### config.mk
export PLATFORM = sky130hd
export DESIGN_NAME = vec_bram_loader_flat
export DESIGN_NICKNAME = d
export VERILOG_FILES = /design/src/rtl/vec_bram_loader_if.sv /design/src/rtl/vec_bram_loader.sv /design/src/flat_wrapper.sv
export SDC_FILE = /design/constraint.sdc
export NUM_CORES = 1
export LEC_CHECK = 0
export CORE_ASPECT_RATIO = 1.2
export CORE_MARGIN = 1.5
export CORE_UTILIZATION = 60
export CTS_BUF_LIST = sky130_fd_sc_hd__clkbuf_2
export CTS_CLUSTER_SIZE = 16
export DETAILED_ROUTE_END_ITERATION = 10
export DONT_BUFFER_PORTS = 1
export PLACE_DENSITY = 0.83
export SETUP_SLACK_MARGIN = 0.1
export SLEW_MARGIN = 40
export SYNTH_ARGS = -nofsm -noshare
export SYNTH_HDL_FRONTEND = slang
export SYNTH_SLANG_ARGS = --single-unit
### constraint.sdc
create_clock -name clk -period 2.8 [get_ports clk]
set_input_delay 0.42 -clock clk [delete_from_list [all_inputs] [get_ports clk]]
set_output_delay 0.42 -clock clk [all_outputs]
set_load 0.005 [all_outputs]
### src/rtl/vec_bram_loader_if.sv
// Request/status handshake and BRAM read port of the vector loader.
// The loader side uses the slave modport; the requester/BRAM side uses master.
interface vec_bram_loader_if #(
  parameter int DATA_WIDTH = 8,
  parameter int LANES      = 1,
  parameter int ADDR_W     = 32,
  parameter int LEN_W      = 6
);
  logic                             start_i;
  logic [ADDR_W-1:0]                base_addr_i;
  logic [LEN_W-1:0]                 len_i;
  logic                             busy_o;
  logic                             done_o;
  logic                             ready_o;
  logic                             err_o;
  logic [LANES-1:0][DATA_WIDTH-1:0] bram_dout;
  logic                             bram_en;
  logic [ADDR_W-1:0]                bram_addr;

  modport master (
    output start_i, base_addr_i, len_i, bram_dout,
    input  busy_o, done_o, ready_o, err_o, bram_en, bram_addr
  );

  modport slave (
    input  start_i, base_addr_i, len_i, bram_dout,
    output busy_o, done_o, ready_o, err_o, bram_en, bram_addr
  );
endinterface

### src/rtl/vec_bram_loader.sv
// Loads len elements from a multi-lane BRAM read port into a register vector.
// Reads are tracked through an RD_LAT-deep valid/beat-index pipe.
module vec_bram_loader #(
  parameter int DATA_WIDTH = 8,
  parameter int LANES      = 1,
  parameter int DEPTH      = 32,
  parameter int ADDR_W     = 32,
  parameter int RD_LAT     = 2,
  parameter int LEN_W      = $clog2(DEPTH+1)
) (
  input  logic                             clk,
  input  logic                             rst,
  vec_bram_loader_if.slave                 bus,
  output logic [DEPTH-1:0][DATA_WIDTH-1:0] vec_o
);
  localparam int BEATS  = DEPTH / LANES;
  localparam int BEAT_W = $clog2(BEATS + 1);

  localparam logic [1:0] S_IDLE  = 2'd0;
  localparam logic [1:0] S_ISSUE = 2'd1;
  localparam logic [1:0] S_DRAIN = 2'd2;
  localparam logic [1:0] S_DONE  = 2'd3;

  logic [1:0]                       state_q, state_d;
  logic [ADDR_W-1:0]                addr_q, addr_d;
  logic [LEN_W-1:0]                 len_q, len_d;
  logic [BEAT_W-1:0]                nbeats_q, nbeats_d;
  logic [BEAT_W-1:0]                beat_q, beat_d;
  logic [RD_LAT-1:0]                vld_pipe_q, vld_pipe_d;
  logic [RD_LAT-1:0][BEAT_W-1:0]    idx_pipe_q, idx_pipe_d;
  logic                             ready_q, ready_d;
  logic                             err_q, err_d;
  logic [DEPTH-1:0][DATA_WIDTH-1:0] vec_q, vec_d;

  logic              len_ok, accept, issue, cap, cap_last;
  logic [BEAT_W-1:0] cap_idx;

  assign len_ok   = (bus.len_i != '0) && (int'(bus.len_i) <= DEPTH);
  assign accept   = (state_q == S_IDLE) && bus.start_i && len_ok;
  assign issue    = (state_q == S_ISSUE);
  assign cap      = vld_pipe_q[RD_LAT-1];
  assign cap_idx  = idx_pipe_q[RD_LAT-1];
  assign cap_last = cap && (cap_idx == nbeats_q - BEAT_W'(1));

  always_comb begin
    state_d  = state_q;
    addr_d   = addr_q;
    len_d    = len_q;
    nbeats_d = nbeats_q;
    beat_d   = beat_q;
    ready_d  = ready_q;
    err_d    = (state_q == S_IDLE) && bus.start_i && !len_ok;

    vld_pipe_d[0] = issue;
    idx_pipe_d[0] = beat_q;
    for (int i = 1; i < RD_LAT; i++) begin
      vld_pipe_d[i] = vld_pipe_q[i-1];
      idx_pipe_d[i] = idx_pipe_q[i-1];
    end

    case (state_q)
      S_IDLE: if (accept) begin
        state_d  = S_ISSUE;
        addr_d   = bus.base_addr_i;
        len_d    = bus.len_i;
        nbeats_d = BEAT_W'((int'(bus.len_i) + LANES - 1) / LANES);
        beat_d   = '0;
        ready_d  = 1'b0;
      end
      // The address stays on the last issued beat once issuing stops.
      S_ISSUE: if (beat_q == nbeats_q - BEAT_W'(1)) begin
        state_d = S_DRAIN;
      end else begin
        beat_d = beat_q + BEAT_W'(1);
        addr_d = addr_q + ADDR_W'(1);
      end
      S_DRAIN: if (cap_last) begin
        state_d = S_DONE;
        ready_d = 1'b1;
      end
      S_DONE:  state_d = S_IDLE;
      default: state_d = S_IDLE;
    endcase
  end

  // Lanes landing at or past len are dropped so the tail stays zero.
  always_comb begin
    vec_d = vec_q;
    if (accept) vec_d = '0;
    for (int e = 0; e < DEPTH; e++)
      if (cap && (int'(cap_idx) == e / LANES) && (e < int'(len_q)))
        vec_d[e] = bus.bram_dout[e % LANES];
  end

  always_ff @(posedge clk) begin
    if (rst) begin
      state_q    <= S_IDLE;
      addr_q     <= '0;
      len_q      <= '0;
      nbeats_q   <= '0;
      beat_q     <= '0;
      vld_pipe_q <= '0;
      idx_pipe_q <= '0;
      ready_q    <= 1'b0;
      err_q      <= 1'b0;
      vec_q      <= '0;
    end else begin
      state_q    <= state_d;
      addr_q     <= addr_d;
      len_q      <= len_d;
      nbeats_q   <= nbeats_d;
      beat_q     <= beat_d;
      vld_pipe_q <= vld_pipe_d;
      idx_pipe_q <= idx_pipe_d;
      ready_q    <= ready_d;
      err_q      <= err_d;
      vec_q      <= vec_d;
    end
  end

  assign bus.busy_o    = (state_q == S_ISSUE) || (state_q == S_DRAIN);
  assign bus.done_o    = (state_q == S_DONE);
  assign bus.ready_o   = ready_q;
  assign bus.err_o     = err_q;
  assign bus.bram_en   = issue;
  assign bus.bram_addr = addr_q;
  assign vec_o         = vec_q;
endmodule
### src/flat_wrapper.sv
// flat-port wrapper written by rule: the top's interface ports become plain ports
module vec_bram_loader_flat 
#(
  parameter int DATA_WIDTH = 8,
  parameter int LANES      = 1,
  parameter int DEPTH      = 32,
  parameter int ADDR_W     = 32,
  parameter int RD_LAT     = 2,
  parameter int LEN_W      = $clog2(DEPTH+1)
)
  (clk, rst, vec_o, bus_start_i, bus_base_addr_i, bus_len_i, bus_bram_dout, bus_busy_o, bus_done_o, bus_ready_o, bus_err_o, bus_bram_en, bus_bram_addr);
  vec_bram_loader_if #(.DATA_WIDTH(DATA_WIDTH), .LANES(LANES), .ADDR_W(ADDR_W), .LEN_W(LEN_W)) bus_i ();
  input  logic clk;
  input  logic rst;
  output logic [DEPTH-1:0][DATA_WIDTH-1:0] vec_o;
  input wire logic [$bits(bus_i.start_i)-1:0] bus_start_i;
  input wire logic [$bits(bus_i.base_addr_i)-1:0] bus_base_addr_i;
  input wire logic [$bits(bus_i.len_i)-1:0] bus_len_i;
  input wire logic [$bits(bus_i.bram_dout)-1:0] bus_bram_dout;
  output wire logic [$bits(bus_i.busy_o)-1:0] bus_busy_o;
  output wire logic [$bits(bus_i.done_o)-1:0] bus_done_o;
  output wire logic [$bits(bus_i.ready_o)-1:0] bus_ready_o;
  output wire logic [$bits(bus_i.err_o)-1:0] bus_err_o;
  output wire logic [$bits(bus_i.bram_en)-1:0] bus_bram_en;
  output wire logic [$bits(bus_i.bram_addr)-1:0] bus_bram_addr;
  assign bus_i.start_i = bus_start_i;
  assign bus_i.base_addr_i = bus_base_addr_i;
  assign bus_i.len_i = bus_len_i;
  assign bus_i.bram_dout = bus_bram_dout;
  assign bus_busy_o = bus_i.busy_o;
  assign bus_done_o = bus_i.done_o;
  assign bus_ready_o = bus_i.ready_o;
  assign bus_err_o = bus_i.err_o;
  assign bus_bram_en = bus_i.bram_en;
  assign bus_bram_addr = bus_i.bram_addr;
  vec_bram_loader #(.DATA_WIDTH(DATA_WIDTH), .LANES(LANES), .DEPTH(DEPTH), .ADDR_W(ADDR_W), .RD_LAT(RD_LAT), .LEN_W(LEN_W)) u_core (.clk(clk), .rst(rst), .bus(bus_i), .vec_o(vec_o));
endmodule
==> run metrics <==
status=finished clean; core area=around 0.022 mm^2; Setup crit end kind=flip-flop; post-synthesis compound-gate area fraction=between 15 and 20%; die area=0.0234 mm^2; gr usage total=around two fifths; Synth top area share=47.1%; WS Path Type=reg -> reg; Die Ht=167 um; minimum clock period after layout=2590 ps; critical path cell sequence=nand3b_1 -> nor2_1 -> nand2_1 -> nor2_1 -> nand2_1 -> a21oi_1 -> dlygate4sd3_1; worst-path fanout max=8; synth cell count leaders=nand2_1 (334), dfxtp_1 (318), nand3_1 (291); RSZ-0062 raised after global routing=true; asr flop ratio synth=0%; H-tree Lvls=3; Area growth syn-to-layout=20.8%; Final Hold Vio Count=0; Initial Utilization=60.6%; register area=between 0.006 and 0.007 mm^2; Gate Count Post-Synth=1715; sequential share of the synthesized area=between 40% and 50%; arrival time worst endpoint=about 3400 ps; Multi-input gate area=roughly 0.0066 mm^2; Slew headroom=just under 50%; Mapped Area=about 0.014 mm^2; Fin Clk Skew=about 87 ps; Avg Inst Size Synth=between 7 and 8 um^2; Hold Slack=78.3 ps; most frequent cell after synthesis=nand2_1; largest stage delay on the critical path=between 500 and 600 ps; Num CTS Buffers=77; DRC viols=0; IO Port Bufs=0; Synth area leader=dfxtp_1; First-pass DRT Iterations=8; Cell Rows=60; Synth Register Bits=~320; Power Density=592 mW/mm^2; worst slew pin tran=775 ps; Detailed Route WL=48.1 mm; first-pass GRT wire length=around 74 mm; 1st-iter DRT viols=1299; Worst Hold Path EP=u_core.vec_o[63]; largest family of logic cells by synthesized area=simple AND/OR/NAND/NOR gates; routed len/inst=21.7 um; antenna-violating nets left=0; HP Start=bus_bram_dout[7]; cells taking the most area after synthesis=dfxtp_1 (47%), nand3_1 (11%), a21oi_1 (11%); GP Congestion=~0.90; RR Endpoint=u_core.vec_o[188]; CTS tree=done; fin area=between 0.015 and 0.02 mm^2; HP Class=in -> reg; Leakage=just under 6 nW; slowest CP cell=dlygate4sd3_1; Remaining Overflow, GRT=0; Clock Tree Root=clkbuf_2; Clock Pin Slew Worst Setup and Hold Paths=between 100 and 150 ps; # clock sinks=approximately 320; fill cell count=between 1500 and 2000; Fmax=386 MHz; dominant synthesized flop cell=dfxtp_1; adder-cell area share of the yosys netlist=less than 1%; vias in the first global route=between 10000 and 15000; Post-Synth XOR/XNOR Area=1.16%; initial antenna violation count=1; number of synthesized flops with an enable pin=0; CP Launch Point=u_core.cap_idx[5]; Final period util=92.6%; reg-to-reg startpoint=u_core.cap_idx[5]; max cap viols=0; clock tree buffer depth=3; Hold Crit Depth=3; Final HPWL DP=between 20 and 30 mm; Post-Synth Simple-Gate Area=about 28%; Die Wd=about 140 um; post-synthesis mux area share=1.11%; largest net degree at the start of global routing=about 150; layout cells sized above 1=between 10 and 15%; total I/O pin count=342; peak supply drop=~390 uV; Worst Setup Start Kind=flip-flop; vias=around 14000; Setup-failing EPs final=0; Vias per Instance=~6.5; total negative setup slack=0 ps; Final Slew Violations=0; syn nets=approximately 1800; YS warnings=0; count of different cell masters after synthesis=between 70 and 80; Placed Area=0.0136 mm^2; reg2reg path depth=7; R2R Setup Slk=approximately 210 ps; worst skew pair latency=890 ps; Worst EP required=~3600 ps; Nets=a little under 2000
==> cell type report <==
| cell class | instances | share of cell area [%] |
|---|---|---|
| sequential | 318 | 39.0 |
| clock buffer | 110 | 3.37 |
| tap | 279 | 2.14 |
| inverter | 10 | 0.230 |
| multi-input combinational | 1244 | 40.2 |
| antenna | 1 | 0.0153 |
| clock inverter | 11 | 0.736 |
| timing repair buffer | 238 | 14.3 |
==> flip-flops by register name, indices dropped and copies added (netlist names), 2 cells and up <==
name	count
u_core.idx_pipe_d	6
u_core.vec_o	256
u_core.nbeats_q	6
u_core.vld_pipe_q	2
u_core.state_q	2
u_core.beat_q	6
u_core.bus.bram_addr	32
u_core.cap_idx	6
==> cell families (layout without fill, tap and decap cells) <==
| logic type | after synthesis | after routing |
|---|---|---|
| and+or+nand+nor | 809 | 809 |
| AOI/OAI and AO/OA | 399 | 399 |
| DFF | 318 | 318 |
| buffers and inverters | 153 | 369 |
| muxes | 15 | 15 |
| xor gates and xnor gates | 13 | 13 |
| adders and majority gates | 8 | 8 |
| other | 0 | 1 |
==> worst max-delay path, delay by kind of cell (launching register included) <==
family          cells  cell delay [ps]
buf+inv             1              590
simple gates        5             1370
flops               1              370
compound gates      1              200
==> layout by cell type (no fill, tap or decap), types with 13 or more instances in the layout <==
master           n
nor3_1          26
nor2b_1         23
nand4_1         19
clkbuf_2       110
and3_1          13
o21ai_0         26
nand3_1        289
dfxtp_1        313
a211oi_1        13
a21oi_1        287
mux2i_1         15
dlygate4sd3_1  189
nand2_1        334
buf_4           36
nor2_1          31
==> timing repair <==
action	4_1_cts	5_1_grt
buffers inserted	0	1
hold endpoints to repair	318	0
gates resized for setup	0	18
endpoints found under the setup margin	0	102
hold buffers	198	0
==> power by group <==
part	internal (mW)	total, mW	leakage [nW]	switching [mW]
registers	4.66	4.90	2.57	0.234
logic	0.564	1.61	2.86	1.05
clock network	1.30	3.15	0.515	1.85
total	6.52	9.66	5.94	3.13
==> routing by layer <==
layer  up-vias  wire (um)  global-route usage (%)
met1      6619      16800                    45.9
li1       6380          -                       -
met2      1077      22200                    64.7
met4         0       3110                    23.7
met5         -          0                       0
met3       276       5960                    12.6
==> worst max path at each step <==
stage / slack (ps) / endpoint / cells after the start
2_1_floorplan: 490 / u_core.bus.bram_addr[23] / 7
3_3_place_gp: 320 / u_core.bus.bram_addr[24] / 6
3_5_place_dp: 310 / u_core.bus.bram_addr[24] / 6
4_1_cts: 110 / u_core.vec_o[8] / 6
5_1_grt: 40 / u_core.vec_o[149] / 7
6_report: 210 / u_core.vec_o[188] / 7
==> stage by stage <==
| stage | setup slack [ps] | power (mW) | instances | util, % |
|---|---|---|---|---|
| 2_1_floorplan | 490 | 6.12 | 1715 | - |
| 3_3_place_gp | 316 | 6.32 | 1890 | 61.0 |
| 3_5_place_dp | 311 | 6.37 | 1890 | 61.1 |
| 4_1_cts | 113 | 9.56 | 2209 | 73.1 |
| 5_1_grt | 39.8 | 10.0 | 2211 | 73.2 |
| 6_report | 207 | 9.66 | 2211 | 73.2 |
Note: power is estimated with default switching activity, not from simulation.
